**src/rtl/smc_pkg.sv**
```systemverilog
`default_nettype none
// ============================================================================
//  Module   : smc_pkg
//  Purpose  : Shared definitions for the SMC front end: frame geometry,
//             loader state encoding and SMC mode encodings.
//  Revision : 1.0 - initial release
// ============================================================================
package smc_pkg;

    // Frame geometry, fixed by the SMC port list
    localparam int N_DEV = 6;    // devices per frame
    localparam int DW    = 3;    // width of each Vgs/Vds/W field
    localparam int OW    = 10;   // width of the SMC result
    localparam int CW    = 3;    // beat counter width (range 0..5)

    // Loader states
    typedef enum logic [1:0] {
        COLLECT = 2'd0,
        EVAL    = 2'd1,
        DONE    = 2'd2
    } state_t;

    // SMC mode encodings: bit 0 selects the computed quantity
    localparam logic [1:0] MODE_GM_0 = 2'b00;
    localparam logic [1:0] MODE_ID_0 = 2'b01;
    localparam logic [1:0] MODE_GM_1 = 2'b10;
    localparam logic [1:0] MODE_ID_1 = 2'b11;

    // True when the mode asks SMC for drain current rather than gm
    function automatic logic mode_is_id(input logic [1:0] m);
        return m[0];
    endfunction

endpackage : smc_pkg
`default_nettype wire

```
**src/rtl/smc_loader.sv**
```systemverilog
`default_nettype none
// ============================================================================
//  Module   : smc_loader
//  Purpose  : Sequential front end for the combinational SMC. Collects six
//             (Vgs, Vds, W) beats plus a frame mode over a valid/ready stream,
//             presents them as a stable parallel bus, then registers the SMC
//             result and hands it downstream over valid/ready.
//  Ports    :
//     clk, rst                 clock, asynchronous active-high reset
//     in_valid/in_ready        input beat handshake
//     in_first                 marks beat 0 of a frame (forces resync)
//     in_mode                  frame mode, latched on beat 0
//     in_vgs/in_vds/in_w       one device's parameters
//     mode, Vgs0..5, Vds0..5,
//     W0..5                    registered parallel bus into SMC
//     smc_out                  SMC combinational result
//     result/out_valid/
//     out_ready                registered result handshake
//  Revision : 1.0 - initial release
// ============================================================================
module smc_loader #(
    parameter int N_DEV = smc_pkg::N_DEV,
    parameter int DW    = smc_pkg::DW,
    parameter int OW    = smc_pkg::OW
) (
    input  logic          clk,
    input  logic          rst,
    // input stream
    input  logic          in_valid,
    output logic          in_ready,
    input  logic          in_first,
    input  logic [1:0]    in_mode,
    input  logic [DW-1:0] in_vgs,
    input  logic [DW-1:0] in_vds,
    input  logic [DW-1:0] in_w,
    // parallel bus to SMC
    output logic [1:0]    mode,
    output logic [DW-1:0] Vgs0,
    output logic [DW-1:0] Vgs1,
    output logic [DW-1:0] Vgs2,
    output logic [DW-1:0] Vgs3,
    output logic [DW-1:0] Vgs4,
    output logic [DW-1:0] Vgs5,
    output logic [DW-1:0] Vds0,
    output logic [DW-1:0] Vds1,
    output logic [DW-1:0] Vds2,
    output logic [DW-1:0] Vds3,
    output logic [DW-1:0] Vds4,
    output logic [DW-1:0] Vds5,
    output logic [DW-1:0] W0,
    output logic [DW-1:0] W1,
    output logic [DW-1:0] W2,
    output logic [DW-1:0] W3,
    output logic [DW-1:0] W4,
    output logic [DW-1:0] W5,
    // SMC result and output stream
    input  logic [OW-1:0] smc_out,
    output logic [OW-1:0] result,
    output logic          out_valid,
    input  logic          out_ready
);

    import smc_pkg::*;

    localparam logic [CW-1:0] LAST_BEAT = CW'(N_DEV - 1);

    state_t        state;
    state_t        next_state;
    logic [CW-1:0] count;
    logic          accept;
    logic          restart;     // beat opens a new frame (slot 0)
    logic [CW-1:0] slot;

    logic [DW-1:0] vgs_q [N_DEV];
    logic [DW-1:0] vds_q [N_DEV];
    logic [DW-1:0] w_q   [N_DEV];

    // ------------------------------------------------------------------
    // FSM: state register
    // ------------------------------------------------------------------
    always_ff @(posedge clk or posedge rst) begin
        if (rst) begin
            state <= COLLECT;
        end else begin
            state <= next_state;
        end
    end

    // ------------------------------------------------------------------
    // FSM: next state and handshake decode
    // ------------------------------------------------------------------
    always_comb begin
        next_state = state;
        in_ready   = 1'b0;
        accept     = 1'b0;
        restart    = 1'b0;
        slot       = count;

        case (state)
            COLLECT: begin
                in_ready = 1'b1;
                accept   = in_valid;
                // in_first mid-frame drops the partial frame; a beat at
                // count 0 is beat 0 whether or not in_first is set.
                restart  = in_first || (count == '0);
                slot     = in_first ? '0 : count;
                if (accept && !restart && (count == LAST_BEAT)) begin
                    next_state = EVAL;
                end
            end
            EVAL: begin
                next_state = DONE;
            end
            DONE: begin
                if (out_ready) begin
                    next_state = COLLECT;
                end
            end
            default: begin
                next_state = COLLECT;
            end
        endcase
    end

    // ------------------------------------------------------------------
    // Beat counter, mode latch and result register
    // ------------------------------------------------------------------
    always_ff @(posedge clk or posedge rst) begin
        if (rst) begin
            count     <= '0;
            mode      <= '0;
            result    <= '0;
            out_valid <= 1'b0;
        end else begin
            if (accept) begin
                if (restart) begin
                    mode  <= in_mode;
                    count <= CW'(1);
                end else if (count != LAST_BEAT) begin
                    count <= count + CW'(1);
                end
            end
            // SMC inputs have been stable for a full cycle in EVAL
            if (state == EVAL) begin
                result    <= smc_out;
                out_valid <= 1'b1;
            end
            if ((state == DONE) && out_ready) begin
                out_valid <= 1'b0;
                count     <= '0;
            end
        end
    end

    // ------------------------------------------------------------------
    // Device slot registers; only an accepted beat writes, so the SMC
    // bus is glitch-free from EVAL through DONE.
    // ------------------------------------------------------------------
    always_ff @(posedge clk or posedge rst) begin
        if (rst) begin
            for (int i = 0; i < N_DEV; i++) begin
                vgs_q[i] <= '0;
                vds_q[i] <= '0;
                w_q[i]   <= '0;
            end
        end else if (accept) begin
            vgs_q[slot] <= in_vgs;
            vds_q[slot] <= in_vds;
            w_q[slot]   <= in_w;
        end
    end

    assign Vgs0 = vgs_q[0];
    assign Vgs1 = vgs_q[1];
    assign Vgs2 = vgs_q[2];
    assign Vgs3 = vgs_q[3];
    assign Vgs4 = vgs_q[4];
    assign Vgs5 = vgs_q[5];
    assign Vds0 = vds_q[0];
    assign Vds1 = vds_q[1];
    assign Vds2 = vds_q[2];
    assign Vds3 = vds_q[3];
    assign Vds4 = vds_q[4];
    assign Vds5 = vds_q[5];
    assign W0   = w_q[0];
    assign W1   = w_q[1];
    assign W2   = w_q[2];
    assign W3   = w_q[3];
    assign W4   = w_q[4];
    assign W5   = w_q[5];

endmodule : smc_loader
`default_nettype wire

```
**config.mk**
```make
export PLATFORM = sky130hd
export DESIGN_NAME = smc_loader
export DESIGN_NICKNAME = d
export VERILOG_FILES = /design/src/rtl/smc_pkg.sv /design/src/rtl/smc_loader.sv
export SDC_FILE = /design/constraint.sdc
export NUM_CORES = 1
export LEC_CHECK = 0
export ABC_AREA = 1
export BUFFER_PORTS_ARGS = -buffer_cell sky130_fd_sc_hd__buf_2
export CAP_MARGIN = 5
export CORE_ASPECT_RATIO = 1.25
export CORE_MARGIN = 2
export CORE_UTILIZATION = 30
export CTS_CLUSTER_SIZE = 28
export DETAILED_ROUTE_END_ITERATION = 7
export PLACE_DENSITY_LB_ADDON = 0.3
export SYNTH_ARGS = -nofsm -noshare
export SYNTH_HDL_FRONTEND = slang
export SYNTH_SLANG_ARGS = --single-unit
```
**constraint.sdc**
```tcl
create_clock -name clk -period 3.25 [get_ports clk]
set_clock_uncertainty 0.1 [all_clocks]
set_input_delay 0.65 -clock clk [delete_from_list [all_inputs] [get_ports clk]]
set_output_delay 0.65 -clock clk [all_outputs]
set_load 0.05 [all_outputs]
```
==> flow_summary.yaml, run 1 <==
outcome:
  status: "complete, no violations"
timing:
  finalMaxSlewViolations: 0
  hold_ws_ns: 0.354
  relSlewSlack_pct: 41.7
  setup_viol: 0
  post-route-period-util_pct: 63.7
  max_freq_mhz: 483
  tns_ns: 0
  period_minus_slack_ns: 2.07
  finalHoldViolations: 0
  tightest_slew_ns: 0.874
  rsz0062_at_grt: "false"
setup_path:
  timing.reg2reg.worst_path_depth: 4
  crit_type: "reg -> out"
  rrSetupSlack_ns: 1.38
  cp.required_ns: 2.50
  reg2reg_to: "Vds0[1]"
  reg2reg_from: "count[2]"
  end_kind: "output port"
  worstPathArrival_ns: 1.32
  crit_fanout: 5
  start_kind: "flop"
floorplanning:
  dieArea_um2: 11700
  die_x_um: 96.9
  top_level_ports: 94
  core_um2: 10600
  start_util_pct: 30.7
  rows: 42
  fp.dieH_um: 120
clocking:
  cts_buffers: 9
  cts_tree: "built"
  numClockSinks: 72
  ctsHoldBuffers: 0
  htreeDepth: 3
  clockRootBuffer: "clkbuf_16"
  cts_max_path_buffers: 2
  cts_setup_buffers: 0
  clk_pin_slew_ns: 0.06
  clkLatencyLatePin_ns: 0.33
  cts-resized-gates: 0
cells_and_area:
  instances_no_fill: 590
  insertedDiodeCount: 0
  fill_cells: 1075
  final_cell_mix: "172 x nand2_1, 93 x buf_2, 72 x dfrtp_1, 30 x inv_1, 21 x nand3_1"
  nets: 482
  fin_area_um2: 4120
  regMostFlops: "result"
  syn2layout_area_growth_pct: 27.3
  final_common_cell: "nand2_1"
  largest_reg_flops: 10
  final_layout_size_suffix_gt1_share_pct: 28.4
yosys:
  yosysWarnings: 0
  synth_nets: 385
  ys_seq_area_share_pct: 55.6
  postSynthAreaPerCell_um2: 9.10
  postSynthCellCount: 356
  ys_seq_elements: 72
  syn_area_um2: 3240
  synth_cell_type_count: 25
drt:
  remaining_drc_errors: 0
  drt_first_iter_violations: 108
  wl_um: 8480
  ant_nets: 0
  viasPerCell: 4.39
  num_vias: 2588
  post_drt_wl_per_cell_um: 14.4
  dr.pass1.iters: 4
global_routing:
  grt_use_total_pct: 15.1
  grt_pass1_vias: 2568
  grt_pass1_wl_um: 13700
  grt_remaining_overflow: 0
  grt_start_max_net_pins: 40
  antenna_found_initial: 0
place:
  port_buffers: 93
  dpl.cell_count: 574
  post_dp_cell_area_um2: 3820
  dpl.hpwl_um: 5980
  gp_congestion: 0.782
pwr:
  power.leakage_uw: 0.00233
  power_density_nw_per_um2: 1200
  vdd_drop_max_v: 0.000457
flow_run:
  max-cap-violations: 0
hold_path:
  hp-class: "in -> async"
cells by family after synthesis:
family / count (synthesis) / share of synthesized area (%)
flip-flops: 72 / 55.6
AND/OR/NAND/NOR: 214 / 31.4
AO/OA/AOI/OAI: 24 / 5.33
buffers and inverters: 42 / 6.18
XOR/XNOR: 1 / 0.270
adder cells (fa/ha/maj): 3 / 1.16
stage by stage:
| step | power, uW | worst slack [ns] | util [%] |
|---|---|---|---|
| after floorplan | 3390 | 0.675 | - |
| after global placement | 3950 | 1.34 | 36.2 |
| after detailed placement | 3990 | 1.32 | 36.2 |
| after CTS | 5000 | 1.17 | 39.0 |
| after global routing | 5230 | 1.14 | 39.0 |
| final | 4950 | 1.18 | 39.0 |
how the worst max path moves through the flow:
stage                    end  startpoint  slack (ns)  cells past startpoint
finish              in_ready    state[1]        1.18                      2
global route        in_ready    state[1]        1.14                      2
CTS                 in_ready    state[1]        1.17                      2
detailed placement   Vds0[1]    in_first        1.32                      6
global placement     Vgs5[2]    in_first        1.34                      7
floorplan            Vds0[0]         rst        0.68                      1
routing by layer:
layer | wire length (um) | part of all wire [%] | up-vias | track usage [%]
li1 | - | - | 1296 | -
met1 | 3920 | 46 | 1203 | 20.1
met2 | 3900 | 46 | 79 | 23.8
met3 | 548 | 6.5 | 10 | 4.34
met4 | 104 | 1.2 | 0 | 5.02
met5 | 0 | 0 | - | 0
layout make-up:
type | instances | area [um2] | area share (%)
clock inverter | 3 | 40.0 | 0.971
sequential | 72 | 1800 | 43.7
tap | 132 | 165 | 4.00
multi-input combinational | 242 | 1240 | 30.0
clock buffer | 13 | 260 | 6.31
timing repair buffer | 95 | 493 | 12.0
inverter | 33 | 126 | 3.06
synthesized netlist by cell type, drive strengths merged:
cell type	count	area, um2
buf	7	66.3
nand3	24	158
nor2	9	115
dfrtp	72	1800
nand4	2	27.5
xor2	1	8.76
a21oi	1	8.76
clkbuf	2	7.51
o21bai	18	135
ha	3	37.5
nand2	179	718
inv	33	126
o21ai	5	28.8
power breakdown:
group	switching (uW)	internal (uW)	leakage (uW)
Sequential	255	1280	0.000867
Combinational	1900	518	0.00131
Clock	362	634	0.000150
worst max-delay path, cell delays in order (launching register included):
cell	delay, ns
dfrtp_1	0.46
nor2_8	0.23
buf_2	0.30
No activity file was read; power rests on OpenSTA's default activity.
==> inputs of run 2 (changes only) <==
==> constraint.sdc (replaced) <==
create_clock -name clk -period 1.65 [get_ports clk]
set_clock_uncertainty 0.1 [all_clocks]
set_input_delay 0.33 -clock clk [delete_from_list [all_inputs] [get_ports clk]]
set_output_delay 0.33 -clock clk [all_outputs]
set_load 0.05 [all_outputs]
==> run 2 against run 1 <==
Against the previous run: the flow now finishes with violations (hold timing); via count increased by 0.54%; final area increased by 3.1%; die area unchanged; sequential share of layout area decreased by 1.3 points; largest power group unchanged; highest routed layer unchanged; first-iteration DRC count increased by 13%; critical endpoint unchanged; largest cell class unchanged.
==> flow_summary.yaml, run 2 (same netlist as run 1, synthesis figures left out) <==
outcome:
  status: "finished, violations left"
  violations: "hold timing"
clocking:
  cts_tree: "built"
  numClockSinks: 72
  cts_buffers: 9
  clkLatencyLatePin_ns: 0.33
  clk_pin_slew_ns: 0.06
  clockRootBuffer: "clkbuf_16"
  ctsHoldBuffers: 0
  cts_max_path_buffers: 2
  htreeDepth: 3
cells_and_area:
  regMostFlops: "result"
  post-route-util_pct: 40.2
  area.sequential_um2: 1800
  final_cell_mix: "172 x nand2_1, 92 x buf_2, 71 x dfrtp_1, 29 x inv_1, 21 x nand3_1"
  final_common_cell: "nand2_1"
  instances_no_fill: 597
  final_layout_size_suffix_gt1_share_pct: 30.8
  largest_reg_flops: 10
  nets: 490
  multiInputGateArea_um2: 1250
  fill_cells: 1053
  insertedDiodeCount: 0
  syn2layout_area_growth_pct: 31.2
  fin_area_um2: 4250
global_routing:
  grt_use_total_pct: 15.3
  antenna_found_initial: 0
  grtUsageMet2_pct: 24.6
  grt-busiest-layer: "met2"
  grt_pass1_vias: 2579
  grt_start_max_net_pins: 73
  use_met3_pct: 4.10
  grt_remaining_overflow: 0
  grt_pass1_wl_um: 13900
  grt_use_met1_pct: 20.1
setup_path:
  crit_fanout: 5
  crit_path_top_delay_cell: "dfrtp_2"
  start_kind: "flop"
  critPathMaxStageDelay_ns: 0.44
  worstPathArrival_ns: 1.18
  end_kind: "output port"
  crit_chain: "nor2_8, buf_6"
  crit_type: "reg -> out"
  crit_family: "flip-flops"
  cp.required_ns: 1.22
  worstPathBufferInverterCount: 1
floorplanning:
  start_util_pct: 30.7
  rows: 42
  fp.dieH_um: 120
  die_x_um: 96.9
  dieArea_um2: 11700
  core_um2: 10600
  top_level_ports: 94
drt:
  ant_nets: 0
  drt_first_iter_violations: 122
  viasPerCell: 4.36
  post_drt_wl_per_cell_um: 14.1
  wl_um: 8440
  dr.pass1.iters: 4
  remaining_drc_errors: 0
  num_vias: 2602
pwr:
  vdd_drop_max_v: 0.00105
  power.leakage_uw: 0.00238
  power_density_nw_per_um2: 2350
  power_uw: 9990
timing:
  finalHoldViolations: 7
  rsz0062_at_grt: "true"
  post-route-period-util_pct: 97.7
  relSlewSlack_pct: 73.3
  max_freq_mhz: 620
  setup_slack_ns: 0.0374
  tightest_slew_ns: 0.401
  hold_ws_ns: -0.00707
  period_minus_slack_ns: 1.61
  finalMaxSlewViolations: 0
  setup_viol: 0
flow_run:
  max-cap-violations: 0
place:
  gp_congestion: 0.804
  port_buffers: 93
  dpl.hpwl_um: 5940
  dp_slack_ns: 0.0720
  dpl.cell_count: 581
  post_dp_cell_area_um2: 3910
hold_path:
  hp-class: "in -> async"
[run 2: cell types whose count changed in the layout (fill, tap and decap cells not counted), moves of 2 or more]
cell | before | now
buf_12 | 1 | 3
buf_4 | 1 | 7
clkbuf_1 | 2 | 0
clkinvlp_4 | 0 | 2
nor2_1 | 4 | 2
[run 2: repair_timing]
action / in CTS / in global routing
hold endpoints to repair: 0 / 0
cloned: 0 / 0
setup buffers: 0 / 1
resized for setup: 2 / 5
pin swaps: 0 / 1
setup endpoints to repair: 1 / 13
[run 2: final timing paths]
kind	from	end	depth (start not counted)	slack, ns
worst max-delay path	state[1]	in_ready	2	0.04
worst min-delay path	rst	result[0]	3	-0.007
worst max register to register	state[1]	W4[2]	8	0.09
worst min register to register	Vds3[0]	Vds3[0]	2	0.36
max in group asynchronous	rst	state[1]	3	1.10
min in group clk	smc_out[7]	result[7]	3	0.10
[run 2: power by group]
group / switching, uW / internal (uW) / total (uW)
combinational: 3790 / 1130 / 4910
sequential: 473 / 2510 / 2990
clock: 738 / 1360 / 2090
[run 2: cell type report]
cell class | count | share of cell area, %
clock buffer | 10 | 5.62
clock inverter | 5 | 1.91
inverter | 33 | 3.06
multi-input combinational | 242 | 29.3
sequential | 72 | 42.4
tap | 132 | 3.89
timing repair buffer | 103 | 13.7
[run 2: worst register-to-register path, cell delays in order (launching register included)]
cell and delay, ns:
dfrtp_2 0.44, nor2_8 0.22, nand2_4 0.12, inv_2 0.11, nand2_2 0.07, buf_12 0.16
nor2_8 0.14, nand2_1 0.07, nand2_1 0.07
[run 2: per-layer routing]
layer  vias to the layer above  routed length [um]
li1                       1300                   -
met1                      1204                3720
met2                        87                4030
met3                        11                 588
met4                         0                 106
met5                         -                   0
[run 2: through the flow]
| stage | hold WS, ns | setup TNS, ns |
|---|---|---|
| 6_report | -0.00707 | 0 |
| 4_1_cts | 0.0207 | 0 |
| 2_1_floorplan | 0.337 | 0 |
| 3_5_place_dp | 0.354 | 0 |
| 3_3_place_gp | 0.349 | 0 |
| 5_1_grt | 0.0342 | -0.00252 |
